`config.mk`:
```
export PLATFORM = sky130hd
export DESIGN_NAME = audio_sample_scheduler
export DESIGN_NICKNAME = d
export VERILOG_FILES = /design/src/rtl/audio_sample_scheduler.sv
export SDC_FILE = /design/constraint.sdc
export NUM_CORES = 1
export LEC_CHECK = 0
export CORE_ASPECT_RATIO = 0.7
export CORE_MARGIN = 8
export CORE_UTILIZATION = 58
export DETAILED_ROUTE_END_ITERATION = 6
export GPL_ROUTABILITY_DRIVEN = 0
export HOLD_SLACK_MARGIN = 0.06
export PLACE_DENSITY_LB_ADDON = 0.12
export RECOVER_POWER = 25
export SKIP_LAST_GASP = 1
export SYNTH_ARGS = -nofsm -noshare
export SYNTH_HDL_FRONTEND = slang
export SYNTH_SLANG_ARGS = --single-unit
```
`constraint.sdc`:
```
create_clock -name s_clk -period 3.7 [get_ports s_clk]
set_clock_uncertainty 0.15 [all_clocks]
set_input_delay 0.74 -clock s_clk [delete_from_list [all_inputs] [get_ports s_clk]]
set_output_delay 0.74 -clock s_clk [all_outputs]
set_load 0.005 [all_outputs]
```
`src/rtl/audio_sample_scheduler.sv`:
```
// Buffers 12-bit SPI audio samples in a small FIFO and serves them to an I2S transmitter on request.
// Optional macro SCHED_UNDERRUN_COUNT_EN adds a saturating 8-bit underrun_count output.
module audio_sample_scheduler #(
  parameter int          DEPTH   = 8,
  parameter int          PREFILL = 4,
  parameter logic [11:0] SILENCE = 12'd2048
) (
  input  logic                     s_clk,
  input  logic                     reset,
  input  logic [11:0]              sample_in,
  input  logic                     sample_valid,
  input  logic                     sample_req,
  output logic [11:0]              sample_out,
  output logic                     streaming,
  output logic [$clog2(DEPTH):0]   fifo_level,
  output logic                     overflow,
  output logic                     underrun
`ifdef SCHED_UNDERRUN_COUNT_EN
  ,
  output logic [7:0]               underrun_count
`endif
);

  localparam int AW = $clog2(DEPTH);
  localparam int LW = AW + 1;
  localparam logic [LW-1:0] LEVEL_FULL    = LW'(DEPTH);
  localparam logic [LW-1:0] LEVEL_PREFILL = LW'(PREFILL);

  typedef enum logic [1:0] {
    ST_IDLE    = 2'd0,
    ST_PREFILL = 2'd1,
    ST_STREAM  = 2'd2
  } state_t;

  state_t          state_q, state_d;
  logic [AW-1:0]   wr_ptr_q, wr_ptr_d;
  logic [AW-1:0]   rd_ptr_q, rd_ptr_d;
  logic [LW-1:0]   level_q, level_d;
  logic [11:0]     sample_out_q, sample_out_d;
  logic            overflow_q, overflow_d;
  logic            underrun_q, underrun_d;

  logic [11:0]     mem_q [DEPTH];

  logic            fifo_full;
  logic            fifo_empty;
  logic            in_stream;
  logic            push;
  logic            pop;

  assign fifo_full  = (level_q == LEVEL_FULL);
  assign fifo_empty = (level_q == '0);
  assign in_stream  = (state_q == ST_STREAM);

  // A pop frees a slot in the same cycle, so a write to a full FIFO is only
  // refused when no pop accompanies it.
  assign pop  = sample_req && in_stream && !fifo_empty;
  assign push = sample_valid && (!fifo_full || pop);

  always_comb begin
    wr_ptr_d     = wr_ptr_q;
    rd_ptr_d     = rd_ptr_q;
    level_d      = level_q;
    sample_out_d = sample_out_q;
    overflow_d   = 1'b0;
    underrun_d   = 1'b0;

    if (push) begin
      wr_ptr_d = wr_ptr_q + 1'b1;
    end
    if (pop) begin
      rd_ptr_d = rd_ptr_q + 1'b1;
    end

    case ({push, pop})
      2'b10:   level_d = level_q + 1'b1;
      2'b01:   level_d = level_q - 1'b1;
      default: level_d = level_q;
    endcase

    if (sample_valid && !push) begin
      overflow_d = 1'b1;
    end

    // An empty FIFO yields silence even if a write lands in the same cycle.
    if (sample_req) begin
      if (pop) begin
        sample_out_d = mem_q[rd_ptr_q];
      end else begin
        sample_out_d = SILENCE;
      end
      if (in_stream && fifo_empty) begin
        underrun_d = 1'b1;
      end
    end
  end

  always_comb begin
    state_d = state_q;
    case (state_q)
      ST_IDLE: begin
        if (push) begin
          state_d = ST_PREFILL;
        end
      end
      ST_PREFILL: begin
        if (level_q >= LEVEL_PREFILL) begin
          state_d = ST_STREAM;
        end
      end
      ST_STREAM: begin
        if (sample_req && fifo_empty) begin
          state_d = ST_PREFILL;
        end
      end
      default: state_d = ST_IDLE;
    endcase
  end

  always_ff @(posedge s_clk) begin
    if (reset) begin
      state_q      <= ST_IDLE;
      wr_ptr_q     <= '0;
      rd_ptr_q     <= '0;
      level_q      <= '0;
      sample_out_q <= SILENCE;
      overflow_q   <= 1'b0;
      underrun_q   <= 1'b0;
    end else begin
      state_q      <= state_d;
      wr_ptr_q     <= wr_ptr_d;
      rd_ptr_q     <= rd_ptr_d;
      level_q      <= level_d;
      sample_out_q <= sample_out_d;
      overflow_q   <= overflow_d;
      underrun_q   <= underrun_d;
    end
  end

  // Sample storage carries no reset so it maps onto block RAM.
  always_ff @(posedge s_clk) begin
    if (!reset && push) begin
      mem_q[wr_ptr_q] <= sample_in;
    end
  end

`ifdef SCHED_UNDERRUN_COUNT_EN
  logic [7:0] underrun_count_q, underrun_count_d;

  always_comb begin
    underrun_count_d = underrun_count_q;
    if (underrun_d && (underrun_count_q != 8'hFF)) begin
      underrun_count_d = underrun_count_q + 8'd1;
    end
  end

  always_ff @(posedge s_clk) begin
    if (reset) begin
      underrun_count_q <= '0;
    end else begin
      underrun_count_q <= underrun_count_d;
    end
  end

  assign underrun_count = underrun_count_q;
`endif

  assign sample_out = sample_out_q;
  assign streaming  = in_stream;
  assign fifo_level = level_q;
  assign overflow   = overflow_q;
  assign underrun   = underrun_q;

endmodule

```
Word level (Yosys, flattened, before mapping)
Memories as Yosys holds them, arrays and structs flattened. A register that Yosys moved wholly into a read port is not among the register bits. Cells that the tools add are included. Widths: inputs -> output; s select.

Register bits after elaboration: 26. Memories: 1. Logic and storage cells: 51. Memory bits (writable): 96. Input port bits: 16. Output and inout bits: 19.

Memories: mem_q (depth 8, width 12, read ports 1, clocked after memory_dff 1, wr ports 1, line 43) `logic [11:0] mem_q [DEPTH];`.

Muxes and demuxes: 12. $add $sub $neg: 4. Eq/ne operators: 8. Bitwise operators: 1. $lt $le $gt $ge: 1. Reductions and logical operators: 17.

Operator list (count): $mux 12 (1); $pmux 4 s2 (1); $logic_and 1x1->1 (7); $add 3x1->3 const B (2); $mux 2 (3); $mux 3 (2); $pmux 2 s3 (1); $add 4x1->4 const B (1); $eq 2x1->1 const B (2); $eq 2x2->1 const B (2); $eq 4x4->1 const B (1); $ge 4x3->1 const B (1); $logic_not 1->1 (4); $logic_not 4->1 (1); $mux 1 (4); $ne 2x2->1 const B (2); $sub 4x1->4 const B (1); $reduce_and 3->1 (1); $logic_not 2->1 (1); $ne 2x1->1 const B (1); $reduce_bool 2->1 (1); $reduce_or 2->1 (1); $logic_or 1x1->1 (1); $not 1->1 (1).

Logic depth before layout (Yosys ltp)
Gate-level depths: netlist (run 1).

Word-level depth: 8. Depth in mapped cells: 8. Depth with buffers taken out: 8.

Worst setup path after synthesis (run 1)
Ideal clock, no wire load.

Path kind: input -> register. Start: input port sample_req. End: memory mem_q[0][0], enable pin. Arrival: 2.635 ns. Library setup time: 0.417 ns. Cell stages on the path: 4. Path buffers: 1. Path slack: 0.498 ns. Path through: and3b_1 > clkbuf_1 > o21ai_1 > nor4b_1.

Cells in the longest elaborated chain, start to end: 7.

RTL lines: start, declared (line 12) `input logic sample_req,`; $logic_and 1x1->1 (2 in a row) (line 57) `assign pop = sample_req && in_stream && !fifo_empty;`; $logic_or 1x1->1 (line 58) `assign push = sample_valid && (!fifo_full || pop);`; $logic_and 1x1->1 (line 58); $logic_and 1x1->1 (line 142) `if (!reset && push) begin`; $mux 1 (line 142); $mux 1 (not written as such) (line 143) `mem_q[wr_ptr_q] <= sample_in;`; end, declared (line 43).

Every way passes these cells.

Worst setup path in the final report (run 1)
Start: input port sample_req. End: register level_q[3] (netlist: fifo_level[3]).

Cells in the longest elaborated chain, start to end: 6. Elaborated cells between the ends (all ways): 8.

RTL lines: $logic_and 1x1->1 (*) (2 in a row) (line 57); $logic_or 1x1->1 (line 58); $logic_and 1x1->1 (line 58); $eq 2x1->1 / $eq 2x2->1 (equally long branches) (line 75) `case ({push, pop})`; $pmux 4 s2 / $reduce_bool 2->1 (equally long branches); end signal, assigned (line 133) `level_q <= level_d;`; end, declared (line 38) `logic [LW-1:0] level_q, level_d;`.

Every way passes the cells marked *; elsewhere a longest branch is shown, timed or not. A chain may end at the register's enable or synchronous reset.

==> flow_summary.json, run 1 <==
{
  "dr.pass1.iters": 4,
  "setup_viol": 0,
  "synth_area_um2": 4810,
  "grt_pass1_wl_mm": 15.0,
  "reg2regPathDepth": 8,
  "overflow": 0,
  "synth_cells": 278,
  "min-delay-start": "sample_out[0]",
  "synth_top_area_share_pct": 59.9,
  "avgViaCountPerCell": 5.71,
  "vias": 2558,
  "core_area_um2": 7970,
  "synth_edf_count": 96,
  "postCtsHoldBufs": 0,
  "start_util_pct": 60.4,
  "antenna_found_initial": 0,
  "p_per_area_nw_per_um2": 555,
  "clk_pin_slew_ns": 0.05,
  "htree_levels": 4,
  "drtIter0Drc": 194,
  "post-place-ws_ns": 0.342,
  "hpwl_mm": 5.68,
  "yosysTopAreaCell": "edfxtp_1",
  "ys_warn_count": 0,
  "wl_per_cell_um": 20.8,
  "fp-row-count": 27,
  "synth.area.top_cells": "edfxtp_1 (60%), dfxtp_1 (12%), mux4_2 (11%)",
  "synth_most_common_cell": "edfxtp_1",
  "regToRegEndpoint": "fifo_level[3]",
  "status": "complete, no violations",
  "worstPathArrival_ns": 3.11,
  "r2r-start": "fifo_level[0]",
  "synthFlopType": "edfxtp_1",
  "synthTopCellsByCount": "edfxtp_1 (96), dfxtp_1 (29), mux4_2 (24), nand2_1 (19), nor2_1 (19)",
  "io_pins": 35,
  "grtUsageTotal_pct": 17.9,
  "cts_inserted_buffers": 17,
  "yosysUniqueCellTypes": 38,
  "worstPathMaxFanout": 5,
  "hold_end": "sample_out[0]",
  "setup.worst_path.class": "in -> reg",
  "max_freq_ghz": 0.337,
  "dieArea_um2": 11500,
  "areaGrowthSynthToFinish_pct": 24.2,
  "worstSkewPairLatency_ns": 0.40,
  "required_ns": 3.84,
  "clock-sinks": 125,
  "hold_viol_final": 0,
  "grt_pass1_vias": 2627,
  "port-buffer-count": 34,
  "cts_tree": "yes",
  "clk_path_buf_depth": 2,
  "drc": 0,
  "final-max-slew-violation-count": 0,
  "grt_max_degree": 25,
  "vdd_ir_drop_max_mv": 0.397,
  "setup_ws_ns": 0.735,
  "cts_setup_buffers": 0,
  "ys_seq_area_share_pct": 71.9,
  "syn_nets": 299,
  "cts_root_buf": "clkbuf_16",
  "endpoint_kind": "flop",
  "yosys_register_bits": 125,
  "hold_class": "reg -> reg",
  "drt-total-wl_mm": 9.31,
  "whs_path_depth": 2,
  "grt_setup_unrepaired": "no",
  "utilization_pct": 75.0,
  "finalCriticalPeriod_ns": 2.97,
  "async_flop_share_pct": 0,
  "power_leakage_nw": 2.01,
  "diodes": 0,
  "critPathLaunchType": "primary input",
  "dieHeight_um": 92.2,
  "fillCellCount": 508,
  "worst_pin_slew_ns": 0.844,
  "final_antenna_net_count": 0,
  "rrSetupSlack_ns": 1.01,
  "layout.nets": 355,
  "fin_tns_setup_ns": 0,
  "synth_area_per_cell_um2": 17.3,
  "drive_gt1_share_pct": 23.1,
  "maxCapViolCount": 0,
  "cts_resized": 0,
  "die_x_um": 125,
  "max_slew_margin_pct": 43.7,
  "finalCritPeriodShare_pct": 80.1
}
[flip-flops by register name, summed over array words and instances (netlist names), named ones only]
register    count
mem_q          96
sample_out     12
fifo_level      4
rd_ptr_q        3
wr_ptr_q        3
state_q         2
overflow        1
underrun        1
[per-stage QoR]
step	instances	total power, mW	area (um^2)	hold slack [ns]
after floorplan	278	1.62	4810	0.299
after global placement	416	1.67	5380	0.284
after detailed placement	416	1.68	5380	0.293
after CTS	448	3.36	5980	0.311
after global routing	448	3.43	5980	0.347
final	448	3.32	5980	0.302
[critical path: stages]
cell             delay [ns]
clkdlybuf4s50_1        0.53
nand3b_1               0.14
or3_1                  0.40
inv_1                  0.16
ha_1                   0.29
a21oi_1                0.23
a22oi_1                0.10
a2bb2oi_1              0.18
mux2_2                 0.34
[power by group]
part / internal [mW] / leakage (nW) / switching (mW)
clock: 1.12 / 0.294 / 0.558
sequential: 1.53 / 1.10 / 0.0137
combinational: 0.0453 / 0.614 / 0.0565
[worst max path at each step]
stage                           from            end  slack, ns
after floorplan           sample_req    mem_q[0][0]       0.50
after global placement    sample_req  fifo_level[3]       0.43
after detailed placement  sample_req  fifo_level[3]       0.34
after CTS                 sample_req  fifo_level[3]       0.77
after global routing      sample_req  fifo_level[3]       0.57
final                     sample_req  fifo_level[3]       0.73
[layout by cell type (no fill, tap or decap), drive strengths merged, types with 3 or more instances in the layout]
| cell | Yosys | final |
|---|---|---|
| a21oi | 6 | 6 |
| buf | 5 | 16 |
| bufinv | 0 | 4 |
| clkbuf | 8 | 19 |
| clkdlybuf4s50 | 0 | 26 |
| clkinv | 0 | 7 |
| dfxtp | 29 | 29 |
| dlygate4sd3 | 0 | 8 |
| edfxtp | 96 | 96 |
| ha | 4 | 4 |
| inv | 4 | 4 |
| mux2 | 5 | 5 |
| mux2i | 12 | 12 |
| mux4 | 24 | 24 |
| nand2 | 19 | 19 |
| nor2 | 19 | 19 |
| nor2b | 3 | 3 |
| nor3 | 4 | 4 |
| o21ai | 13 | 13 |
| or3 | 3 | 3 |
| xor2 | 3 | 3 |
[metal layers]
metal / share of wire (%) / vias up / routed length (um) / global-route usage, %
met4: 0.41 / 0 / 38 / 7.37
met2: 49 / 70 / 4540 / 27.9
met5: 0 / - / 0 / 0
li1: - / 1203 / - / -
met1: 44 / 1281 / 4080 / 22.3
met3: 7.1 / 4 / 663 / 6.65
[kinds of logic after synthesis]
logic type,share of synthesized area (%)
mux,14.9
compound gates,3.25
flops,71.9
buf+inv,1.40
simple gates,6.34
xor+xnor,0.728
fa+ha+maj,1.46
[area by class of cell]
| class | count | area [um^2] | share of cell area [%] |
|---|---|---|---|
| clock inverter | 13 | 173 | 2.89 |
| timing repair buffer | 50 | 460 | 7.70 |
| clock buffer | 19 | 433 | 7.24 |
| tap | 101 | 126 | 2.11 |
| multi-input combinational | 136 | 1310 | 21.9 |
| sequential | 125 | 3460 | 57.9 |
| inverter | 4 | 15.0 | 0.251 |
No activity file was read; power rests on OpenSTA's default activity.
==> run 2: changes to the inputs <==
- clock period: 3.7 -> 3.1 ns (I/O delays scaled with it)
==> run 2 against run 1 <==
Effect of this change: largest cell class unchanged; routed wire length increased by 9.0%; setup slack worse by 0.35 ns; die area stayed put; cell count unchanged; global-route usage increased by 1.2 points; register-to-register slack worse by 0.55 ns; design area rose by 2.2%; total power grew 26%.
==> flow_summary.json, run 2 (synthesis results as in run 1) <==
{
  "status": "complete, no violations",
  "power_leakage_nw": 2.05,
  "setup.worst_path.class": "in -> reg",
  "cp_top_family": "buffers and inverters",
  "grt_max_degree": 25,
  "fin_tns_setup_ns": 0,
  "drive_gt1_share_pct": 23.6,
  "maxCapViolCount": 0,
  "start_util_pct": 60.4,
  "finalCritPeriodShare_pct": 87.6,
  "overflow": 0,
  "power_mw": 4.19,
  "regToRegEndpoint": "fifo_level[3]",
  "largest_register_ffs": 96,
  "drtIter0Drc": 253,
  "fillCellCount": 467,
  "wl_per_cell_um": 22.7,
  "core_area_um2": 7970,
  "cts_setup_buffers": 0,
  "worstPathMaxFanout": 3,
  "rrSetupSlack_ns": 0.46,
  "cts_tree": "yes",
  "grt_setup_unrepaired": "no",
  "p_per_area_nw_per_um2": 686,
  "critPathLaunchType": "primary input",
  "clock-sinks": 125,
  "dieHeight_um": 92.2,
  "antenna_found_initial": 0,
  "dp.cells": 416,
  "layout.nets": 355,
  "avgViaCountPerCell": 5.86,
  "drc": 0,
  "vdd_ir_drop_max_mv": 0.486,
  "cts_root_buf": "clkbuf_16",
  "io_pins": 35,
  "seqCellArea_um2": 3460,
  "layout_common_cells": "edfxtp_1 (96), dfxtp_1 (29), clkdlybuf4s50_1 (25)",
  "finalNonFillerCells": 448,
  "clk_path_buf_depth": 2,
  "endpoint_kind": "flop",
  "r2r-start": "fifo_level[0]",
  "reg2regPathDepth": 8,
  "postCtsHoldBufs": 0,
  "port-buffer-count": 34,
  "clk_pin_slew_ns": 0.05,
  "hold_viol_final": 0,
  "cts_inserted_buffers": 17,
  "worstSkewPairLatency_ns": 0.41,
  "grt_pass1_vias": 2817,
  "regMostFlops": "mem_q",
  "htree_levels": 4,
  "multiInputGateArea_um2": 1310,
  "cp.buffers_inverters": 2,
  "whs_path_depth": 2,
  "path_cells": "clkdlybuf4s50_1 > nand3b_1 > or3_1 > inv_1 > ha_1 > a21oi_1 > a22oi_1 > a2bb2oi_1 > mux2_2",
  "max_slew_margin_pct": 16.7,
  "dieArea_um2": 11500,
  "cp_slowest_cell": "clkdlybuf4s50_1",
  "final_common_cell": "edfxtp_1",
  "final-max-slew-violation-count": 0,
  "grtUsageTotal_pct": 19.1,
  "max_freq_ghz": 0.368,
  "required_ns": 3.25,
  "die_x_um": 125,
  "grt_pass1_wl_mm": 16.0,
  "worstPathArrival_ns": 2.86,
  "min-delay-start": "sample_out[0]",
  "hpwl_mm": 5.99,
  "hold_class": "reg -> reg",
  "final_antenna_net_count": 0,
  "fp-row-count": 27,
  "areaGrowthSynthToFinish_pct": 26.9,
  "dr.pass1.iters": 4,
  "cts_resized": 0,
  "setup_viol": 0,
  "vias": 2626,
  "drt-total-wl_mm": 10.2,
  "hold_end": "sample_out[0]",
  "worst_pin_slew_ns": 1.24,
  "max_stage_delay_ns": 0.51,
  "diodes": 0,
  "finalCriticalPeriod_ns": 2.72
}
run 2: cell types whose count changed in the layout (fill, tap and decap cells not counted), sizes merged:
cell,before,now
clkinv,7,4
bufinv,4,6
clkbuf,19,20
clkdlybuf4s50,26,25
dlygate4sd3,8,9
run 2: final cells by class:
cell class                 count  area share [%]
sequential                   125            56.7
multi-input combinational    136            21.5
timing repair buffer          50            8.56
clock buffer                  20            7.47
clock inverter                12            3.52
tap                          101            2.07
inverter                       4           0.246
run 2: worst reg2reg max path, stage by stage, from the launching register on:
cell and delay, ns:
dfxtp_1 0.38, nor4_1 0.50, or3_1 0.26, inv_1 0.09, ha_1 0.33, a21oi_1 0.20, a22oi_1 0.09, a2bb2oi_1 0.19
mux2_2 0.35
run 2: worst max-delay path by stage:
| stage | cells after the start | from | to |
|---|---|---|---|
| 6_report | 9 | sample_req | fifo_level[3] |
| 2_1_floorplan | 4 | sample_req | mem_q[0][0] |
| 3_3_place_gp | 9 | sample_req | fifo_level[3] |
| 5_1_grt | 8 | fifo_level[0] | fifo_level[3] |
| 4_1_cts | 9 | sample_req | fifo_level[3] |
| 3_5_place_dp | 9 | sample_req | fifo_level[3] |
run 2: metrics by stage:
stage | utilization (%) | hold slack (ns) | instance area (um^2) | setup slack (ns)
final | 76.6 | 0.304 | 6110 | 0.384
after global routing | 76.6 | 0.335 | 6110 | 0.256
after detailed placement | 68.2 | 0.296 | 5440 | 0.0491
after floorplan | - | 0.299 | 4810 | 0.0180
after global placement | 68.2 | 0.283 | 5440 | 0.111
after CTS | 76.6 | 0.310 | 6110 | 0.409
run 2: power by group:
part / switching (mW) / internal, mW
clock: 0.679 / 1.54
sequential: 0.0172 / 1.83
combinational: 0.0695 / 0.0554
total: 0.766 / 3.43
run 2: per-layer routing:
metal | share of wire (%) | track usage (%)
met3 | 9.3 | 5.90
met4 | 0.59 | 8.38
met5 | 0 | 0
met2 | 48 | 29.9
met1 | 42 | 24.4
